==> src/rtl/uart_byte_tx.sv <==
// uart_byte_tx: parallel byte in, 8N1 UART frame out on a single pin.
// Optional even-parity bit between the data bits and the stop bit,
// enabled by defining UART_TX_PARITY_EN (default build: no parity, 10-bit frame).
//
// Handshake: a byte is taken on the rising clk edge where tx_valid && tx_ready.
// tx_ready is a flop that is high exactly while the FSM sits in IDLE; the
// producer must hold tx_data/tx_valid until that edge, and tx_valid while
// busy is simply not consumed (ready is low, so nothing is lost).
module uart_byte_tx #(
  parameter int CLKS_PER_BIT = 16
) (
  input  logic       clk,
  input  logic       rst,
  input  logic [7:0] tx_data,
  input  logic       tx_valid,
  output logic       tx_ready,
  output logic       tx_out,
  output logic       tx_busy
);

  localparam int CNT_W = $clog2(CLKS_PER_BIT);

  // A one-cycle bit period cannot be counted with this counter scheme.
  generate
    if (CLKS_PER_BIT < 2) begin : g_bad_clks_per_bit
      $error("uart_byte_tx: CLKS_PER_BIT must be at least 2");
    end
  endgenerate

`ifdef UART_TX_PARITY_EN
  typedef enum logic [2:0] {
    S_IDLE   = 3'd0,
    S_START  = 3'd1,
    S_DATA   = 3'd2,
    S_PARITY = 3'd3,
    S_STOP   = 3'd4
  } state_t;
`else
  typedef enum logic [2:0] {
    S_IDLE   = 3'd0,
    S_START  = 3'd1,
    S_DATA   = 3'd2,
    S_STOP   = 3'd4
  } state_t;
`endif

  state_t           state;
  logic [CNT_W-1:0] baud_cnt;
  logic [2:0]       bit_idx;
  logic [7:0]       shreg;
  logic             bit_done;
`ifdef UART_TX_PARITY_EN
  logic             parity;
`endif

  // Last cycle of the current serial bit.
  assign bit_done = (baud_cnt == CNT_W'(CLKS_PER_BIT - 1));

  // Busy is just the complement of the registered ready flop.
  assign tx_busy = ~tx_ready;

  // Frame sequencer: every output is registered so the line never glitches.
  always_ff @(posedge clk) begin
    if (rst) begin
      state    <= S_IDLE;
      baud_cnt <= '0;
      bit_idx  <= '0;
      shreg    <= '0;
      tx_out   <= 1'b1;
      tx_ready <= 1'b1;
`ifdef UART_TX_PARITY_EN
      parity   <= 1'b0;
`endif
    end else begin
      case (state)
        S_IDLE: begin
          tx_out <= 1'b1;
          if (tx_valid && tx_ready) begin
            shreg    <= tx_data;
`ifdef UART_TX_PARITY_EN
            parity   <= ^tx_data;
`endif
            baud_cnt <= '0;
            bit_idx  <= '0;
            tx_out   <= 1'b0;
            tx_ready <= 1'b0;
            state    <= S_START;
          end
        end

        S_START: begin
          if (bit_done) begin
            baud_cnt <= '0;
            tx_out   <= shreg[0];
            state    <= S_DATA;
          end else begin
            baud_cnt <= baud_cnt + CNT_W'(1);
          end
        end

        S_DATA: begin
          if (bit_done) begin
            baud_cnt <= '0;
            shreg    <= shreg >> 1;
            if (bit_idx == 3'd7) begin
              bit_idx <= '0;
`ifdef UART_TX_PARITY_EN
              tx_out  <= parity;
              state   <= S_PARITY;
`else
              tx_out  <= 1'b1;
              state   <= S_STOP;
`endif
            end else begin
              bit_idx <= bit_idx + 3'd1;
              tx_out  <= shreg[1];
            end
          end else begin
            baud_cnt <= baud_cnt + CNT_W'(1);
          end
        end

`ifdef UART_TX_PARITY_EN
        S_PARITY: begin
          if (bit_done) begin
            baud_cnt <= '0;
            tx_out   <= 1'b1;
            state    <= S_STOP;
          end else begin
            baud_cnt <= baud_cnt + CNT_W'(1);
          end
        end
`endif

        S_STOP: begin
          // IDLE always gets at least one cycle with ready high, which is
          // why back-to-back frames see a stop bit one cycle longer.
          if (bit_done) begin
            baud_cnt <= '0;
            tx_ready <= 1'b1;
            state    <= S_IDLE;
          end else begin
            baud_cnt <= baud_cnt + CNT_W'(1);
          end
        end

        default: begin
          baud_cnt <= '0;
          bit_idx  <= '0;
          tx_out   <= 1'b1;
          tx_ready <= 1'b1;
          state    <= S_IDLE;
        end
      endcase
    end
  end

endmodule
==> config.mk <==
export PLATFORM = sky130hd
export DESIGN_NAME = uart_byte_tx
export DESIGN_NICKNAME = d
export VERILOG_FILES = /design/src/rtl/uart_byte_tx.sv
export SDC_FILE = /design/constraint.sdc
export NUM_CORES = 1
export LEC_CHECK = 0
export ABC_AREA = 1
export CORE_ASPECT_RATIO = 0.5
export CORE_MARGIN = 1
export CORE_UTILIZATION = 30
export CTS_CLUSTER_DIAMETER = 60
export CTS_CLUSTER_SIZE = 12
export DETAILED_ROUTE_END_ITERATION = 6
export HOLD_SLACK_MARGIN = 0.02
export PLACE_DENSITY_LB_ADDON = 0.3
export SYNTH_ARGS = -nofsm -noshare
export SYNTH_HDL_FRONTEND = slang
export SYNTH_SLANG_ARGS = --single-unit
==> constraint.sdc <==
create_clock -name clk -period 2.6 [get_ports clk]
set_input_delay 0.52 -clock clk [delete_from_list [all_inputs] [get_ports clk]]
set_output_delay 0.52 -clock clk [all_outputs]
set_load 0.02 [all_outputs]
==> results.ini <==
[finish]
fill_cells=387
final_layout_size_suffix_gt1_share_pct=13.7
design.final.nets=197
syn_to_final_growth_pct=20.6
insertedDiodeCount=0
postLayoutCellArea_sq_um=1370

[cts]
cts_tree=built
cts-root-to-sink-buffers=2
tritoncts.num_buffers=3
cts_repair_resize_count=0
clock_sinks=20
cts_max_level=1
clock_insertion_delay_worst_skew_ns=0.26
clk_root_buffer_cell=sky130_fd_sc_hd__clkbuf_8
cts_hold_repair.buffers=0
post_cts_repair_setup_buffers=0
clk_slew_on_worst_s_h_paths_ns=0.08

[floorplanning]
core_outline_area_sq_um=3530
num_io_pins=14
dieHeight_um=45.5
initial_utilization_pct=32.2
rows=15
die-width_um=89.1
die_area_sq_um=4060

[setup_path]
critical_path_cell_by_cell=clkdlybuf4s50_1
r2r_slack_ns=1.00
worst-path-stages=1
critical_path.reg2reg.endpoint=shreg[7]
critical_path.max_fanout=4
critical_path.startpoint_type=flip-flop
timing_worst_setup_path_type=flip-flop to primary output
critical_path.n_buffers_inverters=1
startpoint=tx_ready
crit_path_max_incr_delay_ns=0.62
end_kind=primary output
reg2reg_depth=6
worst_ep_required_ns=2.08
crit_arrival_ns=1.24
critical_path.reg2reg.startpoint=baud_cnt[0]
setup.worst_path.end=tx_ready
critical_path.slowest_cell=sky130_fd_sc_hd__clkdlybuf4s50_1
critPathTopFamily=buffers and inverters

[synth]
synth_cell_types=23
post_syn_nets=181
synth.top_cells.by_count=sky130_fd_sc_hd__nand2_1, sky130_fd_sc_hd__dfxtp_1, sky130_fd_sc_hd__nor2_1
postSynth.asyncResetShare_pct=0
synth.cell_area_sq_um=1140
synth_top_cells_by_area=sky130_fd_sc_hd__dfxtp_1, sky130_fd_sc_hd__nand2_1, sky130_fd_sc_hd__a21oi_1
synth-seq-cells=20
synth_edf_count=0
yosysSeqAreaShare_pct=35.2
synth_area_leader_cell=sky130_fd_sc_hd__dfxtp_1
synth_warnings=0
synth_area_per_cell_sq_um=6.81
number_of_standard_cells_after_synthesis=167
synth.top_cell.area_share_pct=35.2
synth_most_common_cell=sky130_fd_sc_hd__nand2_1
synth-main-ff-cell=sky130_fd_sc_hd__dfxtp_1

[power_and_ir_drop]
max-vdd-ir-drop_v=0.000320
leakagePower_nw=0.613
clock_power_share_pct=15.9
power_switching_share_pct=44.6
power_per_cell_area_nw_per_um2=1080
p_comb_share_pct=51.6
cellInternalPower_mw=0.822
total_power_draw_mw=1.49
power_frac_seq_pct=32.5
power_switching_mw=0.663

[placed_design]
placed_area_sq_um=1320
placement.io_buffers=13
dp_hpwl_um=1700
gpl.final_weighted_congestion=0.784

[timing]
timing.slew.headroom_pct=79.7
timing.final.max_slew_violations=0
post-route-min-period_ns=1.76
worst-slew-pin-transition_ns=0.303
report.final.setup_viol=0
clock-skew-final_ns=0.00356
rsz0062_at_grt=no
totalNegativeSetupSlack_ns=0
fin_crit_sh_pct=67.8
hold_viol_final=0
fmax_mhz=567

[job]
timing.max_cap.violations=0

[global_routing]
globalRouteOverflowTotal=0
grt_usage_pct=13.4
use_met1_pct=18.4
antenna_found_initial=0
grt_pass1_vias=927
grt_max_degree=15
grt-busiest-layer=met2
grt_util_met2_pct=21.5
grt_pass1_wl_um=4170
gr-usage-met3_pct=3.80

[detailed_routing]
drt_pass1_iterations=4
routed_wirelength_um=2300
vias_per_cell=4.53
detail-route-antenna-nets=0
detail_route.iter0.violations=38
avgRoutedWirePerCell_um=9.88
routed-via-count=1055
remaining_drc_errors=0

[run_status]
run_status=completed

[worst_hold_path]
hp-class=flip-flop to flip-flop

worst min-delay path by stage:
stage,from,end,cells after the start
after floorplan,shreg[6],shreg[6],2
after global placement,shreg[3],shreg[3],2
after detailed placement,shreg[6],shreg[6],2
after CTS,shreg[6],shreg[6],2
after global routing,shreg[5],shreg[5],2
final,shreg[4],shreg[4],2
power by group through the flow:
stage          Sequential [mW]  Combinational [mW]  Clock [mW]
2_1_floorplan            0.488               0.617           0
3_3_place_gp             0.485               0.766           0
3_5_place_dp             0.488               0.769           0
4_1_cts                  0.483               0.773       0.245
5_1_grt                  0.500               0.877       0.263
6_report                 0.482               0.767       0.236
layout make-up:
type                    count  area [sq um]  area share [%]
flip-flops and latches     20           400            29.2
repair buffers             14           138            10.0
well taps                  51          63.8            4.65
clock buffers               4          55.1            4.01
multi-input cells         128           654            47.7
inverters                  16          60.1            4.38
cell families after synthesis:
| group | count (synthesis) | share of synthesized area [%] |
|---|---|---|
| buffers and inverters | 19 | 7.26 |
| and+or+nand+nor | 105 | 44.4 |
| AOI/OAI and AO/OA | 20 | 9.79 |
| DFF | 20 | 35.2 |
| adders and majority gates | 3 | 3.30 |
stage by stage:
stage / hold slack, ns / std cells / utilization [%] / setup WS [ns]
final: 0.466 / 233 / 38.9 / 0.837
after global routing: 0.485 / 233 / 38.9 / 0.766
after global placement: 0.451 / 229 / 37.3 / 0.780
after CTS: 0.470 / 233 / 38.9 / 0.819
after floorplan: 0.435 / 167 / - / 1.24
after detailed placement: 0.458 / 229 / 37.3 / 0.781
placed cells by master, fill, tap and decap left out, types with 3 or more instances in the layout:
| master | netlist | final |
|---|---|---|
| sky130_fd_sc_hd__a21oi_1 | 14 | 14 |
| sky130_fd_sc_hd__clkbuf_8 | 0 | 4 |
| sky130_fd_sc_hd__clkdlybuf4s50_1 | 0 | 13 |
| sky130_fd_sc_hd__dfxtp_1 | 20 | 20 |
| sky130_fd_sc_hd__ha_1 | 3 | 3 |
| sky130_fd_sc_hd__inv_1 | 11 | 11 |
| sky130_fd_sc_hd__inv_2 | 5 | 5 |
| sky130_fd_sc_hd__nand2_1 | 52 | 52 |
| sky130_fd_sc_hd__nand2_2 | 3 | 3 |
| sky130_fd_sc_hd__nand3_1 | 13 | 13 |
| sky130_fd_sc_hd__nand4_1 | 6 | 6 |
| sky130_fd_sc_hd__nor2_1 | 18 | 18 |
| sky130_fd_sc_hd__nor2_2 | 4 | 4 |
| sky130_fd_sc_hd__o21ai_1 | 4 | 4 |
per-layer routing:
layer / share of wire (%) / up-vias / wire length, um
li1: - / 569 / -
met1: 52 / 471 / 1200
met2: 44 / 13 / 1010
met3: 2.8 / 2 / 64
met4: 0.83 / 0 / 19
met5: 0 / - / 0
sequential cells by signal, summed over array words and instances (netlist names):
signal / flops
shreg: 8
tx_ready: 1
tx_out: 1
state: 3
bit_idx: 3
baud_cnt: 4
worst min-delay path, stage by stage, from the launching register on:
cell and delay (ns):
sky130_fd_sc_hd__dfxtp_1 0.31, sky130_fd_sc_hd__nand2_1 0.06, sky130_fd_sc_hd__a21oi_1 0.05
(Power assumes the default switching activity.)
